File: config.mk
export PLATFORM = sky130hd
export DESIGN_NAME = mem_wb_stage
export DESIGN_NICKNAME = d
export VERILOG_FILES = /design/src/rtl/mem_wb_stage.sv
export SDC_FILE = /design/constraint.sdc
export NUM_CORES = 1
export LEC_CHECK = 0
export CORE_AREA = 2 2 128 130
export CTS_CLUSTER_DIAMETER = 50
export DETAILED_ROUTE_END_ITERATION = 8
export DIE_AREA = 0 0 130 132
export DONT_BUFFER_PORTS = 1
export PLACE_DENSITY = 0.47
export REMOVE_ABC_BUFFERS = 1
export SLEW_MARGIN = 20
export SYNTH_ARGS = -nofsm -noshare
export SYNTH_HDL_FRONTEND = slang
export SYNTH_SLANG_ARGS = --single-unit
File: constraint.sdc
create_clock -name clk -period 1.63 [get_ports clk]
set_clock_uncertainty 0.15 [all_clocks]
set_input_delay 0.326 -clock clk [delete_from_list [all_inputs] [get_ports clk]]
set_output_delay 0.326 -clock clk [all_outputs]
set_load 0.1 [all_outputs]
File: src/rtl/mem_wb_stage.sv
// Memory-access stage and MEM/WB pipeline register with a ready-handshake data port.
// Optional wait timeout with sticky error when MEMWB_TIMEOUT_EN is defined.
module mem_wb_stage #(
  parameter int unsigned TIMEOUT_CYCLES = 16
) (
  input  logic        clk,
  input  logic        reset,
  input  logic        RegWriteM,
  input  logic [1:0]  ResultSrcM,
  input  logic        MemWriteM,
  input  logic [31:0] ALUResultM,
  input  logic [31:0] WriteDataM,
  input  logic [4:0]  RdM,
  input  logic [31:0] PCPlus4M,
  output logic        dmem_req,
  output logic        dmem_we,
  output logic [31:0] dmem_addr,
  output logic [31:0] dmem_wdata,
  input  logic        dmem_ready,
  input  logic [31:0] dmem_rdata,
  output logic        StallM,
  output logic        RegWriteW,
  output logic [1:0]  ResultSrcW,
  output logic [31:0] ALUResultW,
  output logic [31:0] ReadDataW,
  output logic [4:0]  RdW,
  output logic [31:0] PCPlus4W,
  output logic        MemErrW
);

  localparam int unsigned CW = $clog2(TIMEOUT_CYCLES + 1);

  typedef enum logic {S_IDLE, S_WAIT} state_t;

  state_t        state_q, state_d;
  logic [CW-1:0] wait_cnt_q, wait_cnt_d;
  logic          reg_write_q, reg_write_d;
  logic [1:0]    result_src_q, result_src_d;
  logic [31:0]   alu_result_q, alu_result_d;
  logic [31:0]   read_data_q, read_data_d;
  logic [4:0]    rd_q, rd_d;
  logic [31:0]   pc_plus4_q, pc_plus4_d;

  logic access;
  logic abort;
  logic complete;

  always_comb begin
    access = MemWriteM | (ResultSrcM == 2'b01);
`ifdef MEMWB_TIMEOUT_EN
    abort = (state_q == S_WAIT) && (wait_cnt_q == CW'(TIMEOUT_CYCLES)) && !dmem_ready;
`else
    abort = 1'b0;
`endif
    complete   = access & dmem_ready;
    dmem_req   = access & ~abort;
    dmem_we    = MemWriteM;
    dmem_addr  = ALUResultM;
    dmem_wdata = WriteDataM;
    StallM     = access & ~dmem_ready & ~abort;
  end

  always_comb begin
    state_d    = state_q;
    wait_cnt_d = wait_cnt_q;
    unique case (state_q)
      S_IDLE: begin
        if (access && !dmem_ready) begin
          state_d    = S_WAIT;
          wait_cnt_d = CW'(1);
        end
      end
      S_WAIT: begin
        if (dmem_ready || abort) begin
          state_d    = S_IDLE;
          wait_cnt_d = '0;
        end else if (wait_cnt_q != '1) begin
          wait_cnt_d = wait_cnt_q + CW'(1);
        end
      end
      default: begin
        state_d    = S_IDLE;
        wait_cnt_d = '0;
      end
    endcase
  end

  // Non-memory ops and completed accesses advance; stall and abort cycles insert a bubble.
  always_comb begin
    reg_write_d  = reg_write_q;
    result_src_d = result_src_q;
    alu_result_d = alu_result_q;
    read_data_d  = read_data_q;
    rd_d         = rd_q;
    pc_plus4_d   = pc_plus4_q;
    if (!access || complete) begin
      reg_write_d  = RegWriteM;
      result_src_d = ResultSrcM;
      alu_result_d = ALUResultM;
      rd_d         = RdM;
      pc_plus4_d   = PCPlus4M;
      if (complete && !MemWriteM) begin
        read_data_d = dmem_rdata;
      end
    end else begin
      reg_write_d  = 1'b0;
      result_src_d = 2'b00;
    end
  end

  always_ff @(posedge clk or negedge reset) begin
    if (!reset) begin
      state_q      <= S_IDLE;
      wait_cnt_q   <= '0;
      reg_write_q  <= 1'b0;
      result_src_q <= '0;
      alu_result_q <= '0;
      read_data_q  <= '0;
      rd_q         <= '0;
      pc_plus4_q   <= '0;
    end else begin
      state_q      <= state_d;
      wait_cnt_q   <= wait_cnt_d;
      reg_write_q  <= reg_write_d;
      result_src_q <= result_src_d;
      alu_result_q <= alu_result_d;
      read_data_q  <= read_data_d;
      rd_q         <= rd_d;
      pc_plus4_q   <= pc_plus4_d;
    end
  end

`ifdef MEMWB_TIMEOUT_EN
  logic mem_err_q, mem_err_d;

  always_comb begin
    mem_err_d = mem_err_q | abort;
  end

  always_ff @(posedge clk or negedge reset) begin
    if (!reset) begin
      mem_err_q <= 1'b0;
    end else begin
      mem_err_q <= mem_err_d;
    end
  end

  assign MemErrW = mem_err_q;
`else
  assign MemErrW = 1'b0;
`endif

  assign RegWriteW  = reg_write_q;
  assign ResultSrcW = result_src_q;
  assign ALUResultW = alu_result_q;
  assign ReadDataW  = read_data_q;
  assign RdW        = rd_q;
  assign PCPlus4W   = pc_plus4_q;

endmodule

# After elaboration in Yosys (flattened, before gate mapping)

Cells that the tools add are included.
Widths: inputs -> output; s select.

Multipliers: 0
Bitwise logic cells: 4
Mux-type cells: 2
$lt $le $gt $ge: 0
Equal/unequal tests: 1
Reductions and logical operators: 5
Divide/modulo/power cells: 0
Shift operators: 0
Add/subtract/negate cells: 0

Operators by type and width:

| cell               | number |
|---|---|
| $and 1x1->1        | 2 |
| $eq 2x1->1 const B | 1 |
| $logic_not 1->1    | 2 |
| $mux 2             | 1 |
| $reduce_and 2->1   | 1 |
| $logic_and 1x1->1  | 1 |
| $logic_or 1x1->1   | 1 |
| $mux 1             | 1 |
| $not 1->1          | 1 |
| $or 1x1->1         | 1 |

Memory bits (writable): 0
Bits in read-only memories: 0
Memories kept: 0
Output and inout bits: 172
Register bits: 104
Bits in latches: 0
Word-level logic and storage cells: 18
Bits of input ports: 140

# Depth between registers and ports, before layout

Gate-level depths: netlist (run 1).

Depth after elaboration: 5
Depth in mapped cells: 4
Mapped depth without buffers: 3

# Worst setup path before layout (run 1)

No wires, ideal clock.

Kind: input-to-reg
From: input ResultSrcM[1]
To: register alu_result_q[12], in the netlist ALUResultW[12]
Buffers on the path: 1
Library setup time: 126 ps
Arrival: 1439 ps
Setup slack: -85 ps
Data required time: 1354 ps
Stages: 4
Cells stage by stage: nand2b_4 -> a21oi_4 -> buf_6 -> mux2_2

Cells in the longest elaborated chain, start to end: 4
Elaborated cells on any way between the ends: 5
Classes of those cells: eq/ne (1); bitwise (2); reduce/logical (2)

RTL lines:

| what                                           | line   | text |
|---|---|---|
| from (decl)                                    | 9      | `input logic [1:0] ResultSrcM,` |
| $eq 2x1->1 *                                   | 49     | `access = MemWriteM \| (ResultSrcM == 2'b01);` |
| $or 1x1->1 *                                   | 49     |  |
| $and 1x1->1 or $logic_not 1->1 (tied branches) | 55, 96 |  |
| $logic_or 1x1->1 *                             | 96     | `if (!access \|\| complete) begin` |
| to (signal assigned)                           | 126    | `alu_result_q <= alu_result_d;` |
| to (decl)                                      | 39     | `logic [31:0] alu_result_q, alu_result_d;` |

Every way passes the cells marked *; elsewhere a longest branch is shown, timed or not.
A chain may end at the register's enable or synchronous reset.

# Worst setup path after layout (run 1)

From: input ResultSrcM[1]
To: output StallM

Cells in the longest elaborated chain, start to end: 3

RTL lines:

| what        | line | text |
|---|---|---|
| $eq 2x1->1  | 49   |  |
| $or 1x1->1  | 49   |  |
| $and 1x1->1 | 60   | `StallM = access & ~dmem_ready & ~abort;` |
| to (decl)   | 21   | `output logic StallM,` |

Every way passes these cells.

==> key figures, run 1 <==
Floorplanning
  – Area of the core region: 15,700 µm²
  – Top-level port count: about 310
  – Vertical die dimension: 132 µm
  – Placement Rows: 46
  – Die area: 17,200 µm²
  – Starting density of the core: around 30%
  – X dimension of the die: between 100 and 150 µm

STA
  – Highest clock frequency the design can meet: about 630 MHz
  – Final-report setup violation count: 0
  – Total count of max-transition violations in the final report: 0
  – Worst hold slack: -0.480 ns
  – Number of endpoints with negative hold slack in the final report: 104
  – Final period util: a little under 100%
  – Accumulated negative setup slack: 0 ns
  – Minimum clock period: 1.58 ns
  – Unrepaired setup endpoints after global routing: false
  – Least setup slack across all paths after layout: just under 0.05 ns

Worst setup path
  – Critical path endpoint category: output port
  – End of the worst register-to-register path: ALUResultW[16]
  – Max stage delay on crit path: 0.24 ns
  – Worst-path cell chain: nand2b_4, a21oi_4, buf_12, buf_6
  – CP Class: input pin to output port
  – Kind of start point of the critical path: input pin
  – Worst R2R Start: ALUResultW[16]
  – Worst setup path startpoint: ResultSrcM[1]
  – Critical path required time: 1.15 ns
  – R2R depth: 2
  – Endpoint arrival time on the critical path: 1.10 ns
  – Maximum fanout along the worst path: 14
  – R2R Setup Slk: about 0.46 ns
  – CP max stage cell: sky130_fd_sc_hd__buf_6

Pwr
  – Power per Cell Area: 1400 nW/µm²
  – Internal Pwr Total: ~0.0055 W
  – Worst vdd ir: 548 µV
  – Final total power: 0.00978 W
  – Static Leak: around 3.2 nW
  – Switching power total: 0.00424 W
  – Power share of the combinational group: 45.6%
  – Fraction of power consumed by the clock network: roughly 23%
  – Sequential power share: 32.0%
  – Switching share of power: 43.3%

Layout
  – Seq. cell area: 2600 µm²
  – Antenna Diode Count: 0
  – Number of fillers in the final layout: between 1,000 and 1,500
  – Share of post-route cells with drive strength above 1: between 50% and 60%
  – Non-Filler Cell Area, Final: 6970 µm²
  – Multi-input logic area: ~1400 µm²
  – Area overhead of the layout relative to synthesis: 50.8%
  – Number of nets in the layout: 592
  – Final design utilization: approximately 44%

Synthesis
  – Seq cells post-synth: ~100
  – Area share of the leading cell type in the synthesized netlist: 56.3%
  – Most area-hungry cell type in the Yosys netlist: sky130_fd_sc_hd__dfrtp_1
  – Gate Count Post-Synth: a little under 300
  – Avg Inst Size Synth: 15.8 µm²
  – Warning count from the yosys run: 0
  – Synth cell types: 16
  – Register area share after synthesis: 56.3%
  – Netlist Area Pre-Place: ~4600 µm²
  – Leading cell types by total area after synthesis: sky130_fd_sc_hd__dfrtp_1 56%, sky130_fd_sc_hd__mux2_4 16%, sky130_fd_sc_hd__mux2_2 12%, sky130_fd_sc_hd__buf_4 11%, sky130_fd_sc_hd__buf_6 2.4%

Flow run
  – Max Cap Viol: 0

Place
  – Placement-stage cell area: 5600 µm²
  – RePlAce Congestion: 0.729
  – Setup slack at placement: -0.0640 ns
  – I/O Buffers: 0
  – Placed wire-length estimate: 8220 µm

Clock network
  – Hold_buf cts: roughly 110
  – CTS tree: built
  – Root buffer cell: sky130_fd_sc_hd__clkbuf_16
  – Num Clock Sinks: about 100
  – Latest clock arrival within the worst-skew pair: between 0.3 and 0.4 ns
  – Bufs on Longest Clock Path: 2
  – TritonCTS Buffers: 9
  – Clock slew at the register clock pins of the worst setup and hold paths: 0.07 ns
  – Number of H-tree levels: 3

Global routing
  – First-pass GRT wire length: 18,200 µm
  – Via count of the first global-routing pass: 3,203
  – Antenna violations before repair: 0
  – Pin count of the biggest net entering global routing: 105
  – Total routing usage reported by global routing: 14.2%
  – Remaining global-route overflow: 0

Routing
  – Number of vias after detailed routing: 2,835
  – Wire length per cell: between 15 and 20 µm
  – Routed Antenna Nets: 0
  – Wirelength, routed: about 12,000 µm
  – Remaining DRCs: 0
  – First-pass iteration count of the detailed router: 4
  – Average vias per placed instance: 4.21
  – Number of design-rule violations left by the first detailed-router iteration: 100

Worst hold path
  – Type of the most critical hold path: input pin to asynchronous set/reset pin

Run status
  – Run status: finished with violations
  – Violated checks: hold timing
[critical path: cells and delay by family]
family | cells | cell delay [ns]
compound gates | 1 | 0.21
buf+inv | 2 | 0.43
simple gates | 1 | 0.13
[worst max path at each step]
stage / depth (start not counted) / endpoint / slack, ns
finish: 4 / StallM / 0.05
global route: 4 / StallM / 0.01
CTS: 4 / StallM / 0.01
detailed placement: 5 / ALUResultW[30] / -0.06
global placement: 5 / PCPlus4W[4] / -0.05
floorplan: 3 / ALUResultW[12] / -1.69
[layer usage]
metal  vias up  share of wire, %  global-route usage [%]
met3        14                12                    7.02
met5         -              0.50                    3.24
met1      1376                40                    17.1
met4         2               1.7                    5.38
met2       207                46                    21.6
li1       1236                 -                       -
[logic make-up (layout without fill, tap and decap cells)]
family / after synthesis / after routing / synth area share (%)
AO/OA/AOI/OAI: 3 / 3 / 0.623
AND/OR/NAND/NOR: 5 / 5 / 1.00
other: 1 / 1 / 0.0811
flip-flops: 104 / 104 / 56.3
buffers and inverters: 78 / 243 / 13.3
multiplexers: 101 / 101 / 28.7
[cell usage in the layout, fill, tap and decap left out, drive strengths merged]
cell type and count:
nand2 1, inv 2, clkinvlp 2, dlygate4sd3 106, a21oi 2, clkbuf 12, buf 119, nand2b 1
nor3 1, conb 1, bufinv 1, a21boi 1, dfrtp 104, mux2 101, clkinv 1, nor2b 2
[area by class of cell]
class | instances | area share (%)
multi-input cells | 110 | 20.1
well taps | 216 | 3.88
repair buffers | 225 | 34.2
clock buffers | 12 | 3.54
flip-flops and latches | 104 | 37.3
inverters | 2 | 0.108
clock inverters | 4 | 0.772
[sequential cells by signal, indices dropped and copies added (netlist names)]
register,flops
RegWriteW,1
ResultSrcW,2
ReadDataW,32
RdW,5
ALUResultW,32
PCPlus4W,32
[synthesized netlist by cell type]
cell type	instances
sky130_fd_sc_hd__dfrtp_1	104
sky130_fd_sc_hd__buf_4	66
sky130_fd_sc_hd__mux2_4	50
sky130_fd_sc_hd__mux2_2	49
sky130_fd_sc_hd__buf_6	10
sky130_fd_sc_hd__mux2_1	2
sky130_fd_sc_hd__nor2b_1	2
sky130_fd_sc_hd__a21boi_0	1
sky130_fd_sc_hd__a21oi_1	1
sky130_fd_sc_hd__a21oi_4	1
sky130_fd_sc_hd__conb_1	1
sky130_fd_sc_hd__inv_1	1
sky130_fd_sc_hd__inv_2	1
sky130_fd_sc_hd__nand2_1	1
sky130_fd_sc_hd__nand2b_4	1
sky130_fd_sc_hd__nor3_4	1
[metrics by stage]
step                      hold WS (ns)  std cells
final                           -0.480        673
after global routing            -0.511        673
after CTS                       -0.506        673
after detailed placement        -0.118        551
after global placement          -0.117        551
after floorplan                 -0.120        216
[power by group through the flow]
| stage | logic, W | registers (W) | clock network (W) |
|---|---|---|---|
| after global routing | 0.00457 | 0.00317 | 0.00239 |
| after CTS | 0.00446 | 0.00313 | 0.00228 |
| after global placement | 0.00423 | 0.00316 | 0 |
| final | 0.00445 | 0.00313 | 0.00220 |
| after detailed placement | 0.00425 | 0.00317 | 0 |
| after floorplan | 0.000528 | 0.00569 | 0 |
[timing repair]
item                       in CTS  in global routing
hold endpoints to repair      208                104
resized for setup               1                  0
setup buffers                   0                  0
setup endpoints to repair       1                  0
Note: power is estimated with default switching activity, not from simulation.
==> run 2: changes to the inputs <==
--- a/config.mk
+++ b/config.mk
@@ -5,12 +5,12 @@
 export SDC_FILE = /design/constraint.sdc
 export NUM_CORES = 1
 export LEC_CHECK = 0
-export CORE_AREA = 2 2 128 130
+export CORE_AREA = 2 2 120 122
 export CTS_CLUSTER_DIAMETER = 50
 export DETAILED_ROUTE_END_ITERATION = 8
-export DIE_AREA = 0 0 130 132
+export DIE_AREA = 0 0 122 124
 export DONT_BUFFER_PORTS = 1
-export PLACE_DENSITY = 0.47
+export PLACE_DENSITY = 0.51
 export REMOVE_ABC_BUFFERS = 1
 export SLEW_MARGIN = 20
 export SYNTH_ARGS = -nofsm -noshare
==> run 2 against run 1 <==
  * The run now fails in 4_1_cts
  * Synthesized cell count unchanged
  * Synthesized area unchanged
==> key figures, run 2 <==
Run status
  – Run status: aborted with a tool error
  – Halt Stage: 4_1_cts
  – First Err: [ERROR RSZ-0060] Max buffer count reached.

Synthesis
  – Warning count from the yosys run: 0
  – Synth cell types: 16
  – Leading cell types by total area after synthesis: sky130_fd_sc_hd__dfrtp_1 56%, sky130_fd_sc_hd__mux2_4 16%, sky130_fd_sc_hd__mux2_2 12%, sky130_fd_sc_hd__buf_4 11%, sky130_fd_sc_hd__buf_6 2.4%
  – Seq cells post-synth: about 100
  – Share of flip-flops with an asynchronous set or reset: 100%
  – Post-synth EDFFs: 0
  – Post-synth top flop: sky130_fd_sc_hd__dfrtp_1
  – Area share of the leading cell type in the synthesized netlist: 56.3%
  – Ranking of synthesized cells by instance count: 104 x sky130_fd_sc_hd__dfrtp_1, 66 x sky130_fd_sc_hd__buf_4, 50 x sky130_fd_sc_hd__mux2_4, 49 x sky130_fd_sc_hd__mux2_2, 10 x sky130_fd_sc_hd__buf_6
  – Netlist Area Pre-Place: 4620 µm²
  – Cell with the most instances after synthesis: sky130_fd_sc_hd__dfrtp_1
  – Gate Count Post-Synth: 292
  – Register area share after synthesis: between 50% and 60%
  – Most area-hungry cell type in the Yosys netlist: sky130_fd_sc_hd__dfrtp_1
  – Avg Inst Size Synth: 15.8 µm²

Floorplanning
  – X dimension of the die: 122 µm
  – Starting density of the core: 33.7%
  – Placement Rows: 43
  – Top-level port count: 312
  – Vertical die dimension: 124 µm

Clock network
  – Post-CTS Setup Repair Bufs: 1
  – TritonCTS Buffers: 9
  – Root buffer cell: sky130_fd_sc_hd__clkbuf_16
  – Num Clock Sinks: around 100
  – Post-CTS sizing: 0
  – Hold_buf cts: 106
  – Bufs on Longest Clock Path: 2
  – Number of H-tree levels: 3

Place
  – I/O Buffers: 0
  – Placed wire-length estimate: just under 9000 µm
  – Placement-stage cell area: 5660 µm²
  – RePlAce Congestion: 0.739
  – Setup slack at placement: -0.0660 ns
## run 2: kinds of logic after synthesis
family / share of synthesized area [%]
multiplexers: 28.7
AND/OR/NAND/NOR: 1.00
buffers and inverters: 13.3
AO/OA/AOI/OAI: 0.623
flip-flops: 56.3
other: 0.0811
## run 2: per-stage QoR
stage / hold slack, ns / cells / TNS, ns
detailed placement: -0.116 / 507 / -0.336
global placement: -0.117 / 507 / -0.145
floorplan: -0.120 / 216 / -124.71
==> run 3: changes to the inputs <==
--- a/config.mk
+++ b/config.mk
@@ -5,12 +5,11 @@
 export SDC_FILE = /design/constraint.sdc
 export NUM_CORES = 1
 export LEC_CHECK = 0
-export CORE_AREA = 2 2 120 122
-export CTS_CLUSTER_DIAMETER = 50
+export CORE_AREA = 2 2 121 123
 export DETAILED_ROUTE_END_ITERATION = 8
-export DIE_AREA = 0 0 122 124
+export DIE_AREA = 0 0 123 125
 export DONT_BUFFER_PORTS = 1
-export PLACE_DENSITY = 0.51
+export PLACE_DENSITY_LB_ADDON = 0.15
 export REMOVE_ABC_BUFFERS = 1
 export SLEW_MARGIN = 20
 export SYNTH_ARGS = -nofsm -noshare
==> run 3 against run 2 <==
  * The flow now finishes, with violations (hold timing)
==> key figures, run 3 (synthesis results as in run 1) <==
Run status
  – Run status: finished with violations
  – Violated checks: hold timing

Layout
  – Non-Filler Cell Area, Final: approximately 7000 µm²
  – Most frequent standard cell in the layout excluding fill and tap cells: sky130_fd_sc_hd__dlygate4sd3_1
  – Area overhead of the layout relative to synthesis: 51.1%
  – Antenna Diode Count: 0
  – Number of fillers in the final layout: roughly 1,200
  – Share of post-route cells with drive strength above 1: 51.8%
  – Top library cells by usage in the layout, fill and taps aside: 106 x sky130_fd_sc_hd__dlygate4sd3_1, 104 x sky130_fd_sc_hd__dfrtp_1, 77 x sky130_fd_sc_hd__buf_4
  – Number of nets in the layout: 589

Clock network
  – Number of H-tree levels: 3
  – Latest clock arrival within the worst-skew pair: 0.34 ns
  – TritonCTS Buffers: 9
  – Post-CTS Setup Repair Bufs: 0
  – Hold_buf cts: 106
  – Num Clock Sinks: 104
  – Root buffer cell: sky130_fd_sc_hd__clkbuf_16
  – Bufs on Longest Clock Path: 2
  – CTS tree: built
  – Clock slew at the register clock pins of the worst setup and hold paths: 0.07 ns
  – Post-CTS sizing: 0

STA
  – Final period util: between 90% and 100%
  – Least setup slack across all paths after layout: approximately 0.052 ns
  – Unrepaired setup endpoints after global routing: false
  – Worst hold slack: -0.476 ns
  – Final-report setup violation count: 0
  – Total count of max-transition violations in the final report: 0
  – Accumulated negative setup slack: 0 ns
  – Number of endpoints with negative hold slack in the final report: 104
  – Highest clock frequency the design can meet: about 630 MHz
  – Minimum clock period: 1.58 ns

Global routing
  – Remaining global-route overflow: 0
  – Via count of the first global-routing pass: 3,123
  – Total routing usage reported by global routing: roughly 15%
  – Pin count of the biggest net entering global routing: 105
  – First-pass GRT wire length: 17,500 µm
  – Antenna violations before repair: 0

Worst setup path
  – CP Class: input pin to output port
  – R2R depth: 2
  – Kind of start point of the critical path: input pin
  – Critical path endpoint category: output port
  – Worst-path cell chain: nand2b_4, a21oi_4, buf_12, buf_4
  – Maximum fanout along the worst path: 12
  – Critical path required time: 1.15 ns
  – CP max stage cell: sky130_fd_sc_hd__buf_4
  – Max stage delay on crit path: 0.30 ns
  – Endpoint arrival time on the critical path: 1.10 ns

Flow run
  – Max Cap Viol: 0

Floorplanning
  – Area of the core region: 14,200 µm²
  – X dimension of the die: 123 µm
  – Die area: 15,400 µm²
  – Starting density of the core: 32.5%
  – Placement Rows: 44
  – Top-level port count: 312
  – Vertical die dimension: 125 µm

Pwr
  – Static Leak: 3.18 nW
  – Final total power: approximately 0.01 W
  – Power per Cell Area: 1410 nW/µm²
  – Worst vdd ir: 557 µV

Routing
  – Routed Antenna Nets: 0
  – Remaining DRCs: 0
  – Average vias per placed instance: 4.32
  – Wirelength, routed: around 12,000 µm
  – Wire length per cell: 18.2 µm
  – Number of design-rule violations left by the first detailed-router iteration: 87
  – First-pass iteration count of the detailed router: 5
  – Number of vias after detailed routing: 2,758

Place
  – I/O Buffers: 0
  – Placement-stage cell area: 5600 µm²
  – Setup slack at placement: a little under 0.001 ns
  – RePlAce Congestion: a little under 0.7

Worst hold path
  – Type of the most critical hold path: input pin to asynchronous set/reset pin
==> run 3: stage by stage <==
stage | instances | util [%]
4_1_cts | 638 | 49.2
3_5_place_dp | 516 | 39.4
3_3_place_gp | 516 | 39.4
2_1_floorplan | 216 | -
6_report | 638 | 49.2
5_1_grt | 638 | 49.2
==> run 3: path summary, 6_finish.rpt <==
path / endpoint / slack (ns) / startpoint
hold / removal: ReadDataW[26] / -0.48 / reset
min in group clk: PCPlus4W[4] / 0.24 / dmem_ready
hold reg to reg: PCPlus4W[14] / 0.37 / PCPlus4W[14]
setup / recovery: StallM / 0.05 / ResultSrcM[1]
max in group asynchronous: PCPlus4W[27] / 1.68 / reset
setup reg to reg: PCPlus4W[1] / 0.46 / PCPlus4W[1]
==> run 3: routing by layer <==
metal | up-vias | GRT usage [%] | routed length (µm)
met1 | 1298 | 18.3 | 4540
li1 | 1234 | - | -
met2 | 211 | 22.8 | 5060
met5 | - | 1.64 | 29
met4 | 2 | 4.14 | 126
met3 | 13 | 10.3 | 1840
==> run 3: final cells by class <==
type	instances	area, µm²	share of cell area (%)
clock inverters	4	51.3	0.735
repair buffers	222	2420	34.7
inverters	2	7.51	0.108
well taps	184	230	3.30
multi-input cells	110	1400	20.1
clock buffers	12	267	3.82
flip-flops and latches	104	2600	37.3
==> run 3: worst max-delay path, delay by kind of cell <==
family	cells	cell delay [ns]
AOI/OAI and AO/OA	1	0.17
and+or+nand+nor	1	0.15
buffers and inverters	2	0.46
==> run 3: where the power goes <==
part | total (W) | internal [W] | switching (W)
Combinational | 0.00449 | 0.00144 | 0.00305
Sequential | 0.00314 | 0.00292 | 0.000219
Clock | 0.00225 | 0.00132 | 0.000930
Total | 0.00988 | 0.00568 | 0.00420
==> run 4: changes to the inputs <==
--- a/config.mk
+++ b/config.mk
@@ -10,7 +10,6 @@
 export DIE_AREA = 0 0 123 125
 export DONT_BUFFER_PORTS = 1
 export PLACE_DENSITY_LB_ADDON = 0.15
-export REMOVE_ABC_BUFFERS = 1
 export SLEW_MARGIN = 20
 export SYNTH_ARGS = -nofsm -noshare
 export SYNTH_HDL_FRONTEND = slang
==> run 4 against run 3 <==
  * The run still ends with hold timing left
  * Sequential cell count is the same
  * Non-clock buffer count shrank 2
  * Highest routed layer is now met4
  * Die area stayed put
  * Clock power fell by 8%
  * Final cell count is 0.31% lower
  * Hold slack worse by 0.0083 ns
  * Critical path type unchanged
  * Power is 3.3% lower
  * Core utilization down 0.92 points
  * Critical path depth is the same
  * Via count is 0.65% lower
  * Maximum frequency rose by 3.1%
  * Largest power group unchanged
  * Sequential power about the same
==> key figures, run 4 (synthesis results as in run 1) <==
STA
  – Final period util: approximately 94%
  – Minimum clock period: ~1.5 ns
  – Number of endpoints with negative hold slack in the final report: roughly 100
  – Unrepaired setup endpoints after global routing: false
  – Final-report setup violation count: 0
  – Total count of max-transition violations in the final report: 0
  – Worst hold slack: -0.485 ns
  – Least setup slack across all paths after layout: between 0.09 and 0.1 ns
  – Accumulated negative setup slack: 0 ns
  – Highest clock frequency the design can meet: 654 MHz

Place
  – Placement-stage cell area: between 5000 and 6000 µm²
  – DP Cell Count: 514
  – Setup slack at placement: -0.0126 ns
  – I/O Buffers: 0
  – RePlAce Congestion: 0.698
  – Placed wire-length estimate: 6660 µm

Layout
  – Final standard cell count with taps included and fillers excluded: 636
  – Number of nets in the layout: approximately 590
  – Seq. cell area: 2600 µm²
  – Number of fillers in the final layout: 1,198
  – Area overhead of the layout relative to synthesis: 48.2%
  – Antenna Diode Count: 0
  – Share of post-route cells with drive strength above 1: between 50% and 60%
  – Multi-input logic area: ~1400 µm²
  – Non-Filler Cell Area, Final: 6850 µm²
  – Most frequent standard cell in the layout excluding fill and tap cells: sky130_fd_sc_hd__dlygate4sd3_1
  – Top library cells by usage in the layout, fill and taps aside: 106 x sky130_fd_sc_hd__dlygate4sd3_1, 104 x sky130_fd_sc_hd__dfrtp_1, 81 x sky130_fd_sc_hd__buf_4

Routing
  – Number of vias after detailed routing: around 2,700
  – Wirelength, routed: between 10,000 and 15,000 µm
  – First-pass iteration count of the detailed router: 4
  – Remaining DRCs: 0
  – Average vias per placed instance: 4.31
  – Wire length per cell: 16.1 µm
  – Routed Antenna Nets: 0
  – Number of design-rule violations left by the first detailed-router iteration: 60

Floorplanning
  – Die area: 15,400 µm²
  – Starting density of the core: 32.5%
  – Vertical die dimension: 125 µm
  – X dimension of the die: around 120 µm
  – Top-level port count: approximately 310
  – Placement Rows: 44
  – Area of the core region: approximately 14,000 µm²

Flow run
  – Max Cap Viol: 0

Worst setup path
  – Cell family with the largest share of critical-path delay: buffers and inverters
  – Endpoint arrival time on the critical path: 1.05 ns
  – Critical path required time: about 1.2 ns
  – Max stage delay on crit path: approximately 0.2 ns
  – Worst R2R Start: ReadDataW[5]
  – Number of buffers and inverters on the critical path: 2
  – R2R depth: 2
  – Critical path endpoint category: output port
  – Maximum fanout along the worst path: 10
  – CP max stage cell: sky130_fd_sc_hd__a21oi_4
  – CP Class: input pin to output port
  – Worst-path cell chain: nand2b_4, a21oi_4, buf_6, buf_12
  – R2R Setup Slk: 0.46 ns
  – End of the worst register-to-register path: ReadDataW[5]
  – Kind of start point of the critical path: input pin

Clock network
  – Hold_buf cts: 106
  – Root buffer cell: sky130_fd_sc_hd__clkbuf_16
  – CTS tree: built
  – TritonCTS Buffers: 9
  – Num Clock Sinks: 104
  – Post-CTS Setup Repair Bufs: 0
  – Clock slew at the register clock pins of the worst setup and hold paths: 0.07 ns
  – Latest clock arrival within the worst-skew pair: 0.35 ns
  – Bufs on Longest Clock Path: 2
  – Number of H-tree levels: 3

Global routing
  – Remaining global-route overflow: 0
  – Total routing usage reported by global routing: around 14%
  – Via count of the first global-routing pass: between 3,000 and 4,000
  – Pin count of the biggest net entering global routing: 105
  – Antenna violations before repair: 0
  – First-pass GRT wire length: 15,800 µm

Pwr
  – Power per Cell Area: between 1000 and 1500 nW/µm²
  – Worst vdd ir: 540 µV
  – Static Leak: 3.12 nW

Run status
  – Violated checks: hold timing
  – Run status: finished with violations

Synthesis
  – Post-Synthesis Net Count: 432

Worst hold path
  – Type of the most critical hold path: input pin to asynchronous set/reset pin
run 4: worst max-delay path by stage:
stage | startpoint | endpoint | depth (start not counted)
6_report | ResultSrcM[1] | StallM | 4
5_1_grt | ResultSrcM[1] | StallM | 4
4_1_cts | ResultSrcM[1] | StallM | 4
3_5_place_dp | ResultSrcM[1] | PCPlus4W[3] | 4
3_3_place_gp | ResultSrcM[1] | ALUResultW[28] | 4
2_1_floorplan | ResultSrcM[1] | ALUResultW[12] | 4
run 4: layout make-up:
type / instances / share of cell area, %
sequential: 104 / 38.0
timing repair buffer: 220 / 33.9
multi-input combinational: 110 / 20.5
clock buffer: 12 / 3.74
tap: 184 / 3.36
clock inverter: 4 / 0.420
inverter: 2 / 0.110
run 4: what timing repair did:
action,CTS,global route
endpoints found under the hold margin,208,104
endpoints found under the setup margin,0,1
resized for setup,0,1
run 4: routing by layer:
layer	share of wire, %	GRT usage [%]
met2	48	22.1
met1	36	14.6
met5	0	0
met4	3.3	8.29
met3	12	5.70
run 4: metrics by stage:
stage          util, %  hold WS, ns  power (W)
2_1_floorplan        -       -0.120    0.00698
3_3_place_gp      38.7       -0.116    0.00732
3_5_place_dp      38.7       -0.116    0.00735
4_1_cts           48.2       -0.506    0.00966
5_1_grt           48.2       -0.514    0.00990
6_report          48.2       -0.485    0.00955
run 4: where the power goes:
group | switching, W | leakage, nW | internal [W]
clock | 0.000942 | 0.135 | 0.00112
combinational | 0.00306 | 1.76 | 0.00132
sequential | 0.000191 | 1.23 | 0.00292
